**config.mk**
```make
export PLATFORM = sky130hd
export DESIGN_NAME = reg_wb_sched
export DESIGN_NICKNAME = d
export VERILOG_FILES = /design/src/rtl/reg_wb_sched.sv
export SDC_FILE = /design/constraint.sdc
export NUM_CORES = 1
export LEC_CHECK = 0
export ABC_AREA = 1
export CAP_MARGIN = 25
export CORE_ASPECT_RATIO = 1.5
export CORE_MARGIN = 3
export CORE_UTILIZATION = 25
export CTS_CLUSTER_SIZE = 12
export DETAILED_ROUTE_END_ITERATION = 8
export PLACE_DENSITY_LB_ADDON = 0.3
export SLEW_MARGIN = 5
export SYNTH_ARGS = -nofsm -noshare
export SYNTH_HDL_FRONTEND = slang
export SYNTH_SLANG_ARGS = --single-unit
```
**constraint.sdc**
```tcl
create_clock -name clk -period 5.54 [get_ports clk]
set_clock_uncertainty 0.1 [all_clocks]
set_input_delay 0.831 -clock clk [delete_from_list [all_inputs] [get_ports clk]]
set_output_delay 0.831 -clock clk [all_outputs]
set_load 0.1 [all_outputs]
```
**src/rtl/reg_wb_sched.sv**
```systemverilog
// Writeback scheduler and hazard scoreboard for a 2R/1W register file.
// Round-robin shares the single write port between the ALU and the load unit.
module reg_wb_sched #(
  parameter int AW       = 5,
  parameter int DW       = 32,
  parameter int NREGS    = 32,
  parameter int MAX_PEND = 4
) (
  input  logic             clk,
  input  logic             rst_n,
  input  logic             iss_valid,
  input  logic [AW-1:0]    iss_rs0,
  input  logic [AW-1:0]    iss_rs1,
  input  logic [AW-1:0]    iss_rd,
  input  logic             iss_we,
  output logic             iss_stall,
  input  logic             alu_valid,
  input  logic [AW-1:0]    alu_addr,
  input  logic [DW-1:0]    alu_data,
  output logic             alu_ready,
  input  logic             mem_valid,
  input  logic [AW-1:0]    mem_addr,
  input  logic [DW-1:0]    mem_data,
  output logic             mem_ready,
  output logic             wr_en,
  output logic [AW-1:0]    wr_addr,
  output logic [DW-1:0]    wr_data,
  output logic [NREGS-1:0] busy,
  output logic [3:0]       pend_cnt,
  output logic             err_spur
);

  logic             ptr_reg;   // 0: ALU has priority, 1: load unit has priority
  logic [NREGS-1:0] busy_reg;
  logic [NREGS-1:0] busy_next;
  logic [NREGS-1:0] set_vec;
  logic [NREGS-1:0] clr_vec;
  logic [3:0]       pend_reg;
  logic [3:0]       pend_next;
  logic             err_reg;
  logic             wr_en_reg;
  logic [AW-1:0]    wr_addr_reg;
  logic [DW-1:0]    wr_data_reg;

  logic raw_hz, waw_hz, full_hz;
  logic do_set, do_clr;
  logic alu_xfer, mem_xfer, any_xfer;
  logic [AW-1:0] wb_addr;
  logic [DW-1:0] wb_data;

  assign raw_hz  = (iss_rs0 != '0 && busy_reg[iss_rs0]) ||
                   (iss_rs1 != '0 && busy_reg[iss_rs1]);
  assign waw_hz  = iss_we && iss_rd != '0 && busy_reg[iss_rd];
  assign full_hz = iss_we && iss_rd != '0 && pend_reg == 4'(MAX_PEND);
  assign iss_stall = iss_valid && (raw_hz || waw_hz || full_hz);

  assign do_set = iss_valid && !iss_stall && iss_we && iss_rd != '0;
  assign do_clr = wr_en_reg && busy_reg[wr_addr_reg];

  assign alu_ready = alu_valid && (!mem_valid || !ptr_reg);
  assign mem_ready = mem_valid && (!alu_valid || ptr_reg);
  assign alu_xfer  = alu_valid && alu_ready;
  assign mem_xfer  = mem_valid && mem_ready;
  assign any_xfer  = alu_xfer || mem_xfer;
  assign wb_addr   = alu_xfer ? alu_addr : mem_addr;
  assign wb_data   = alu_xfer ? alu_data : mem_data;

  // Per-register set/clear; set overrides clear so a same-index collision keeps the bit.
  generate
    for (genvar gi = 0; gi < NREGS; gi++) begin : g_sb
      assign set_vec[gi] = do_set && iss_rd == AW'(gi);
      assign clr_vec[gi] = do_clr && wr_addr_reg == AW'(gi);
      if (gi == 0) begin : g_zero
        assign busy_next[gi] = 1'b0;
      end else begin : g_bit
        assign busy_next[gi] = set_vec[gi] || (busy_reg[gi] && !clr_vec[gi]);
      end
    end
  endgenerate

  always_comb begin
    pend_next = pend_reg;
    if (do_set && !do_clr && pend_reg != 4'hF)
      pend_next = pend_reg + 4'd1;
    else if (do_clr && !do_set && pend_reg != 4'h0)
      pend_next = pend_reg - 4'd1;
  end

  always_ff @(posedge clk or negedge rst_n) begin
    if (!rst_n) begin
      ptr_reg     <= 1'b0;
      busy_reg    <= '0;
      pend_reg    <= '0;
      err_reg     <= 1'b0;
      wr_en_reg   <= 1'b0;
      wr_addr_reg <= '0;
      wr_data_reg <= '0;
    end else begin
      busy_reg  <= busy_next;
      pend_reg  <= pend_next;
      wr_en_reg <= any_xfer && wb_addr != '0;
      if (any_xfer) begin
        wr_addr_reg <= wb_addr;
        wr_data_reg <= wb_data;
        ptr_reg     <= alu_xfer;
      end
      // A landing write to a non-busy register is flagged but still performed.
      if (wr_en_reg && !busy_reg[wr_addr_reg])
        err_reg <= 1'b1;
    end
  end

  assign wr_en    = wr_en_reg;
  assign wr_addr  = wr_addr_reg;
  assign wr_data  = wr_data_reg;
  assign busy     = busy_reg;
  assign pend_cnt = pend_reg;
  assign err_spur = err_reg;

endmodule

```
# Yosys cells after proc, flatten, opt, wreduce, memory -nomap -nowiden
# Index checks and enable logic that the tools add are counted.
[word_totals]
register_bits = 75
in_bits = 95
output_inout_bits = 78
word_cells = 283
[op_classes]
addsub = 2
order_cmp = 4
eq_ne = 64
muxes = 12
n_reduce_logical = 194
[ops]
columns = ["operator", "count"]
rows = [
  ["$eq 5x5->1 const B", 32],
  ["$logic_and 1x1->1", 113],
  ["$eq 5x4->1 const B", 16],
  ["$eq 5x3->1 const B", 8],
  ["$logic_not 1->1", 38],
  ["$logic_or 1x1->1", 37],
  ["$mux 32", 1],
  ["$lt 5x6->1 const B", 4],
  ["$bmux 1 s5", 4],
  ["$eq 5x2->1 const B", 4],
  ["$reduce_bool 5->1", 4],
  ["$eq 5x1->1 const B", 2],
  ["$mux 4", 2],
  ["$mux 5", 1],
  ["$add 4x1->4 const B", 1],
  ["$eq 4x3->1 const B", 1],
  ["$mux 1", 4],
  ["$ne 4x4->1 const B", 1],
  ["$reduce_bool 4->1", 1],
  ["$sub 4x1->4 const B", 1],
  ["$reduce_bool 2->1", 1],
]

# Longest topological paths before layout
# Gate-level depths: netlist (run 1).
[logic_depth]
ltp_word = 16
depth_mapped = 23
depth_no_buf = 22

# Worst setup path after synthesis (run 1)
# Ideal clock, no wire load.
[synth_path]
path_kind = "register to output"
startpoint = "reg busy_reg[26] (netlist: busy[26])"
endpoint = "out iss_stall"
arrival_ns = 3.184
required_time_ns = 4.609
path_slack_ns = 1.425
stages_incl_launch_ff = 11
n_path_buf = 0
path_cell_list = "dfrtp_1 > inv_1 > o21ai_0 > nand2_1 > nand2_1 > nand2_1 > nand2_1 > o21ai_1 > nand3_1 > nand2_2 > a21oi_1"
[synth_between]
elab_chain_cells = 7
word_cells_on_any_way = 13
classes_between = "mux (6); reduce/logical (7)"
[synth_lines]
columns = ["element", "line_no", "text"]
rows = [
  ["start, declared", "34", "logic [NREGS-1:0] busy_reg;"],
  ["start signal, assigned", "99", "busy_reg <= busy_next;"],
  ["$bmux 1 s5, on equally long branches", "51, 52", ""],
  ["$mux 1, on equally long branches", "51, 52", ""],
  ["$logic_and 1x1->1, on equally long branches", "51, 52", ""],
  ["$logic_or 1x1->1", "51", "assign raw_hz = (iss_rs0 != '0 && busy_reg[iss_rs0]) ||"],
  ["$logic_or 1x1->1 * (2 in series)", "55", "assign iss_stall = iss_valid && (raw_hz || waw_hz || full_hz);"],
  ["$logic_and 1x1->1 *", "55", ""],
  ["end, declared", "16", "output logic iss_stall,"],
]
# Every way passes the cells marked *; elsewhere a longest branch is shown, timed or not. The select of a mux whose other input is x is not followed.

# Final worst setup path (run 1)
[layout_path]
startpoint = "in iss_rs1[0]"
endpoint = "out iss_stall"
[layout_between]
elab_chain_cells = 7
word_cells_on_any_way = 8
classes_between = "mux (2); reduce/logical (6)"
[layout_lines]
columns = ["element", "line_no", "text"]
rows = [
  ["start, declared", "13", "input logic [AW-1:0] iss_rs1,"],
  ["$bmux 1 s5", "52", "(iss_rs1 != '0 && busy_reg[iss_rs1]);"],
  ["$mux 1 (implied by the code)", "52", ""],
  ["$logic_and 1x1->1 *", "52", ""],
  ["$logic_or 1x1->1 *", "51", ""],
  ["$logic_or 1x1->1 * (2 in series)", "55", ""],
  ["$logic_and 1x1->1 *", "55", ""],
]
# Marked as above.

==> run metrics, run 1 <==
Tmin final=4.28 ns; Total Neg Setup Slack=0 ns; Pre-antenna DRT Iters=4; DR WL/cell=17.0 um; worst r2r src=wr_addr[0]$_DFFE_PN0P_; global-route wire length before repair=31.9 mm; Largest register FFs=32; Net Sw Power=2440 uW; #FFs+latches synth=75; Synthesis Warnings=0; worst slew pin tran=1.03 ns; Starting DRT DRC Count=443; Fmax=0.234 GHz; Final Max Tran Viols=0; Synth top area share=37.1%; CTS tree=done; RSZ-0062 raised after global routing=no; ratio of cells with drive above 1 in the final layout=5.22%; vias per cell=4.91; worst reg-to-reg setup slack=2.06 ns; critical path class=in -> out; Final Util=36.5%; worst reg2reg path depth=21; type of origin of the critical path=input pin; power share of the clock group=14.8%; core area=19900 um^2; I/O Buffers=171; width of the die=122 um; Clock Latency Late Sink=0.34 ns; clk slew on worst S/H paths=0.06 ns; asr flop ratio synth=100%; Syn Nets=859; sw frac=59.3%; Post-synth EDFFs=0; Tcrit/Tclk final=77.3%; die height=180 um; Bufs on Longest Clock Path=2; initial antenna violation count=0; highest fanout seen on the critical path=21; Syn Std Cell Area=5060 um^2; die area=22000 um^2; initial core utilization=25.5%; number of remaining DRC errors=0; hold_buf cts=0; cell count after synthesis=761; syn_area_per_cell=6.65 um^2; reg2reg end=pend_cnt[3]$_DFFE_PN0P_; # Post-CTS Setup Buffers=0; number of I/O pins=173; most frequent cells in the layout=nand2_1 (280), clkdlybuf4s50_1 (168), o21ai_0 (91); Routed Antenna Nets=0; Seq/Total Area, Yosys=37.1%; Row Count=63; FILL cells=2190; most common cell after layout, fill and taps aside=nand2_1; Total Wirelength=20.1 mm; Peak VDD IR=0.000194 V; number of global-route vias before repair=5905; Worst EP arrival=3.35 ns; status=finished, final reports clean; cell taking the most area after synthesis=dfrtp_1; Rel. slew slack=31.1%; largest cells by area after synthesis=dfrtp_1 (37%), nand2_1 (21%), o21ai_0 (9.0%), nor2_1 (4.7%), nand3_1 (4.7%); Worst Hold Class=in -> async; Internal=1670 uW; diode count=0; post_cts resized=0; Root Buffer=clkbuf_16; CP required=4.61 ns; CTS sink count=75; CTS buffer count=9; grt ovf=0; commonest register cell after synthesis=dfrtp_1; Max-Cap Viols=0; pwr dens=567 nW/um^2; pin count of the biggest net entering global routing=75; setup violation total in the final timing report=0; number of H-tree levels=3; Static Leak=0.00321 uW; GPL Wtd Cong=0.961; part of the power in combinational logic=60.3%; sequential share of power=24.9%; Crit. End Element=output port; vias=5788; Tot GR Track Use=18.5%; post-synthesis cell type count=38; post-DP HPWL=14.8 mm; Hold Fails Final Rpt=0; fin nets=1012; final hold slack=0.162 ns; Layout area overhead=43.4%
-- synth_stat cells (2+ instances only) --
cell type  instances
a21oi_1           12
a31oi_1            3
buf_2              6
buf_4              4
buf_6              8
clkbuf_1          19
clkinv_1           3
dfrtp_1           75
ha_1               2
inv_1             51
inv_2              6
mux2i_1            5
nand2_1          280
nand2_2            6
nand3_1           47
nand3_4            2
nand4_1            3
nor2_1            64
nor2_2             4
nor3_1            11
o21ai_0           91
o21ai_1           16
o22ai_1            3
o31ai_1           19
o32ai_1            8
-- layer usage --
layer | track usage (%) | vias to the layer above | share of wire, %
li1 | - | 2794 | -
met1 | 20.1 | 2628 | 36
met5 | 0 | - | 0
met3 | 4.30 | 60 | 7.9
met2 | 32.9 | 306 | 52
met4 | 9.37 | 0 | 4.7
-- through the flow --
| stage | setup WS [ns] | area [um^2] | cells | total power [uW] |
|---|---|---|---|---|
| floorplan | 1.42 | 5060 | 761 | 2740 |
| global placement | 1.23 | 6920 | 1162 | 3510 |
| CTS | 1.28 | 7230 | 1178 | 4130 |
| finish | 1.26 | 7250 | 1179 | 4110 |
| detailed placement | 1.15 | 6920 | 1162 | 3500 |
| global route | 1.00 | 7250 | 1179 | 4320 |
-- cell type report --
class                      count  area, um^2  area share [%]
inverter                      60         225            3.11
timing repair buffer         180        1790            24.7
sequential                    75        1880            25.9
clock inverter                 5        60.1           0.828
clock buffer                  11         243            3.35
multi-input combinational    588        2730            37.7
tap                          260         325            4.49
-- power by group through the flow --
stage	sequential (uW)	combinational, uW	clock (uW)
2_1_floorplan	2100	637	0
3_3_place_gp	1030	2470	0
3_5_place_dp	1030	2480	0
4_1_cts	1020	2480	628
5_1_grt	1050	2630	650
6_report	1020	2480	608
-- worst max path at each step --
| stage | from | to |
|---|---|---|
| 2_1_floorplan | busy[26]$_DFF_PN0_ | iss_stall |
| 3_3_place_gp | iss_rs1[0] | pend_cnt[3]$_DFFE_PN0P_ |
| 3_5_place_dp | iss_rs1[0] | pend_cnt[3]$_DFFE_PN0P_ |
| 4_1_cts | iss_rs1[0] | iss_stall |
| 5_1_grt | iss_rs1[0] | iss_stall |
| 6_report | iss_rs1[0] | iss_stall |
-- logic make-up (layout without fill, tap and decap cells) --
family / after synthesis / count (layout) / share of synthesized area (%)
flip-flops: 75 / 75 / 37.1
multiplexers: 5 / 5 / 0.989
AO/OA/AOI/OAI: 155 / 155 / 17.3
buffers and inverters: 98 / 256 / 8.90
AND/OR/NAND/NOR: 422 / 422 / 34.4
other: 1 / 1 / 0.0741
adder cells (fa/ha/maj): 3 / 3 / 0.890
XOR/XNOR: 2 / 2 / 0.346
-- worst max-delay path, cell delays in order --
cell             delay (ns)
clkdlybuf4s50_1        0.90
inv_1                  0.34
nand2_1                0.15
nand3_1                0.07
nand2_1                0.07
nand2_1                0.04
nand2_1                0.06
inv_1                  0.03
nand2_1                0.05
nand2_1                0.05
nand2_1                0.13
nor2_2                 0.11
a21oi_1                0.18
buf_4                  0.31
(Power assumes the default switching activity.)
==> inputs of run 2 (changes only) <==
clock period = 3.6 ns   (was 5.54 ns; I/O delays follow)
==> run 2 against run 1 <==
Core utilization grew 0.72 points. Sequential power up 53%. Via count is 1.0% higher. Sequential cell count stayed put. Clock power is 57% higher. Final area up 2.0%. Die area stayed put. Critical path depth is 1 lower. Clock-buffer cell count down 1. Critical path type unchanged. Critical endpoint unchanged.
==> run metrics, run 2 (synthesis gave the netlist of run 1 again) <==
status=finished, final reports clean; core area=19900 um^2 (unchanged); worst slew pin tran=1.05 ns (+0.0228 ns); CTS tree=done; final instance area=7400 um^2 (+2.0%); post-DP HPWL=15.5 mm (+5.1%); die area=22000 um^2 (unchanged); number of I/O pins=173 (unchanged); RSZ-0062 raised after global routing=no; Rel. slew slack=29.6% (-1.5 points); most frequent cells in the layout=nand2_1 (280), clkdlybuf4s50_1 (156), o21ai_0 (91); pin count of the biggest net entering global routing=65 (-13%); Max-Cap Viols=0 (unchanged); GPL Wtd Cong=1.01 (+4.7%); Static Leak=0.00332 uW (+3.4%); ratio of cells with drive above 1 in the final layout=8.64% (+3.4 points); final hold slack=0.205 ns (+0.0429 ns); most common cell after layout, fill and taps aside=nand2_1; post_cts resized=0 (unchanged); highest fanout seen on the critical path=6 (-71%); Tot GR Track Use=18.5% (+0.075 points); Tcrit/Tclk final=91.7%; Clock Latency Late Sink=0.34 ns (about the same); dpl cell area=7080 um^2 (+2.3%); number of remaining DRC errors=0 (unchanged); Row Count=63 (unchanged); Pre-antenna DRT Iters=5 (+1); global-route wire length before repair=31.2 mm (-2.2%); critical path class=in -> out; grt ovf=0 (unchanged); Crit. End Element=output port; vias per cell=4.88 (-0.58%); I/O Buffers=171 (unchanged); Final Max Tran Viols=0 (unchanged); fin nets=1031 (+1.9%); Tmin final=3.30 ns; Total Wirelength=20.6 mm (+2.7%); Starting DRT DRC Count=391 (-12%); Overall Power=6390 uW (+55%); Hold Fails Final Rpt=0 (unchanged); Routed Antenna Nets=0 (unchanged); die height=180 um (unchanged); # Post-CTS Setup Buffers=0 (unchanged); Worst EP arrival=2.66 ns (-0.69 ns); hold_buf cts=0 (unchanged); number of global-route vias before repair=5716 (-3.2%); CP required=2.96 ns (-1.65 ns); Worst Hold Class=in -> async; DR WL/cell=17.2 um (+1.1%); FILL cells=2136 (-2.5%); Largest register FFs=32 (unchanged); initial core utilization=25.5% (unchanged); CTS buffer count=9 (unchanged); width of the die=122 um (unchanged); Fmax=0.303 GHz; initial antenna violation count=0 (unchanged); number of H-tree levels=3 (unchanged); vias=5847 (+1.0%); clk slew on worst S/H paths=0.07 ns (about the same); CTS sink count=75 (unchanged); Total Neg Setup Slack=0 ns (unchanged); type of origin of the critical path=input pin; setup violation total in the final timing report=0 (unchanged); Peak VDD IR=0.000273 V (+40%); Bufs on Longest Clock Path=2 (unchanged); diode count=0 (unchanged); Final Util=37.2% (+0.72 points); Root Buffer=clkbuf_16; pwr dens=863 nW/um^2 (+52%); Layout area overhead=46.2%
[run 2: cell count changes in the layout (fill, tap and decap cells not counted), sizes merged]
cell | before | now
buf | 12 | 43
clkdlybuf4s50 | 168 | 156
clkbuf | 11 | 10
clkinv | 5 | 6
[run 2: per-layer routing]
metal,vias up,track usage [%],wire length (um)
li1,2826,-,-
met1,2639,19.7,7370
met2,309,32.5,10400
met3,73,4.46,1610
met4,0,11.3,1210
met5,-,0,0
[run 2: power breakdown]
group | total (uW) | leakage (uW) | switching, uW | internal (uW)
registers | 1560 | 0.000861 | 465 | 1100
logic | 3870 | 0.00231 | 2930 | 937
clock network | 952 | 0.000149 | 389 | 562
total | 6390 | 0.00332 | 3790 | 2600
[run 2: through the flow]
stage / setup slack (ns) / cells
floorplan: 0.257 / 761
global placement: 0.236 / 1182
detailed placement: 0.247 / 1182
CTS: 0.313 / 1198
global route: 0.169 / 1198
finish: 0.298 / 1198
[run 2: worst paths after layout]
kind | start | cells past startpoint | end | slack [ns]
setup / recovery | iss_rs1[2] | 13 | iss_stall | 0.30
hold / removal | rst_n | 1 | busy[31]$_DFF_PN0_ | 0.20
setup reg to reg | wr_addr[0]$_DFFE_PN0P_ | 20 | pend_cnt[3]$_DFFE_PN0P_ | 0.57
hold reg to reg | err_spur$_DFFE_PN0P_ | 1 | err_spur$_DFFE_PN0P_ | 0.36
max in group asynchronous | rst_n | 2 | wr_data[30]$_DFFE_PN0P_ | 2.42
min in group clk | err_spur$_DFFE_PN0P_ | 1 | err_spur$_DFFE_PN0P_ | 0.36
[run 2: area by class of cell]
cell class / count / area [um^2] / area share [%]
clock buffer: 10 / 239 / 3.23
inverter: 60 / 225 / 3.05
timing repair buffer: 199 / 1920 / 26.0
clock inverter: 6 / 72.6 / 0.981
multi-input combinational: 588 / 2740 / 37.0
tap: 260 / 325 / 4.40
sequential: 75 / 1880 / 25.4
[run 2: critical path, cell delays in order]
cell	delay (ns)
clkdlybuf4s50_1	0.62
inv_1	0.12
nor2_1	0.25
nand2_1	0.08
nand3_1	0.07
nand2_1	0.06
nand3_1	0.07
nand3_1	0.06
nand2_1	0.13
nor2_2	0.08
buf_4	0.15
a21oi_2	0.21
buf_12	0.20
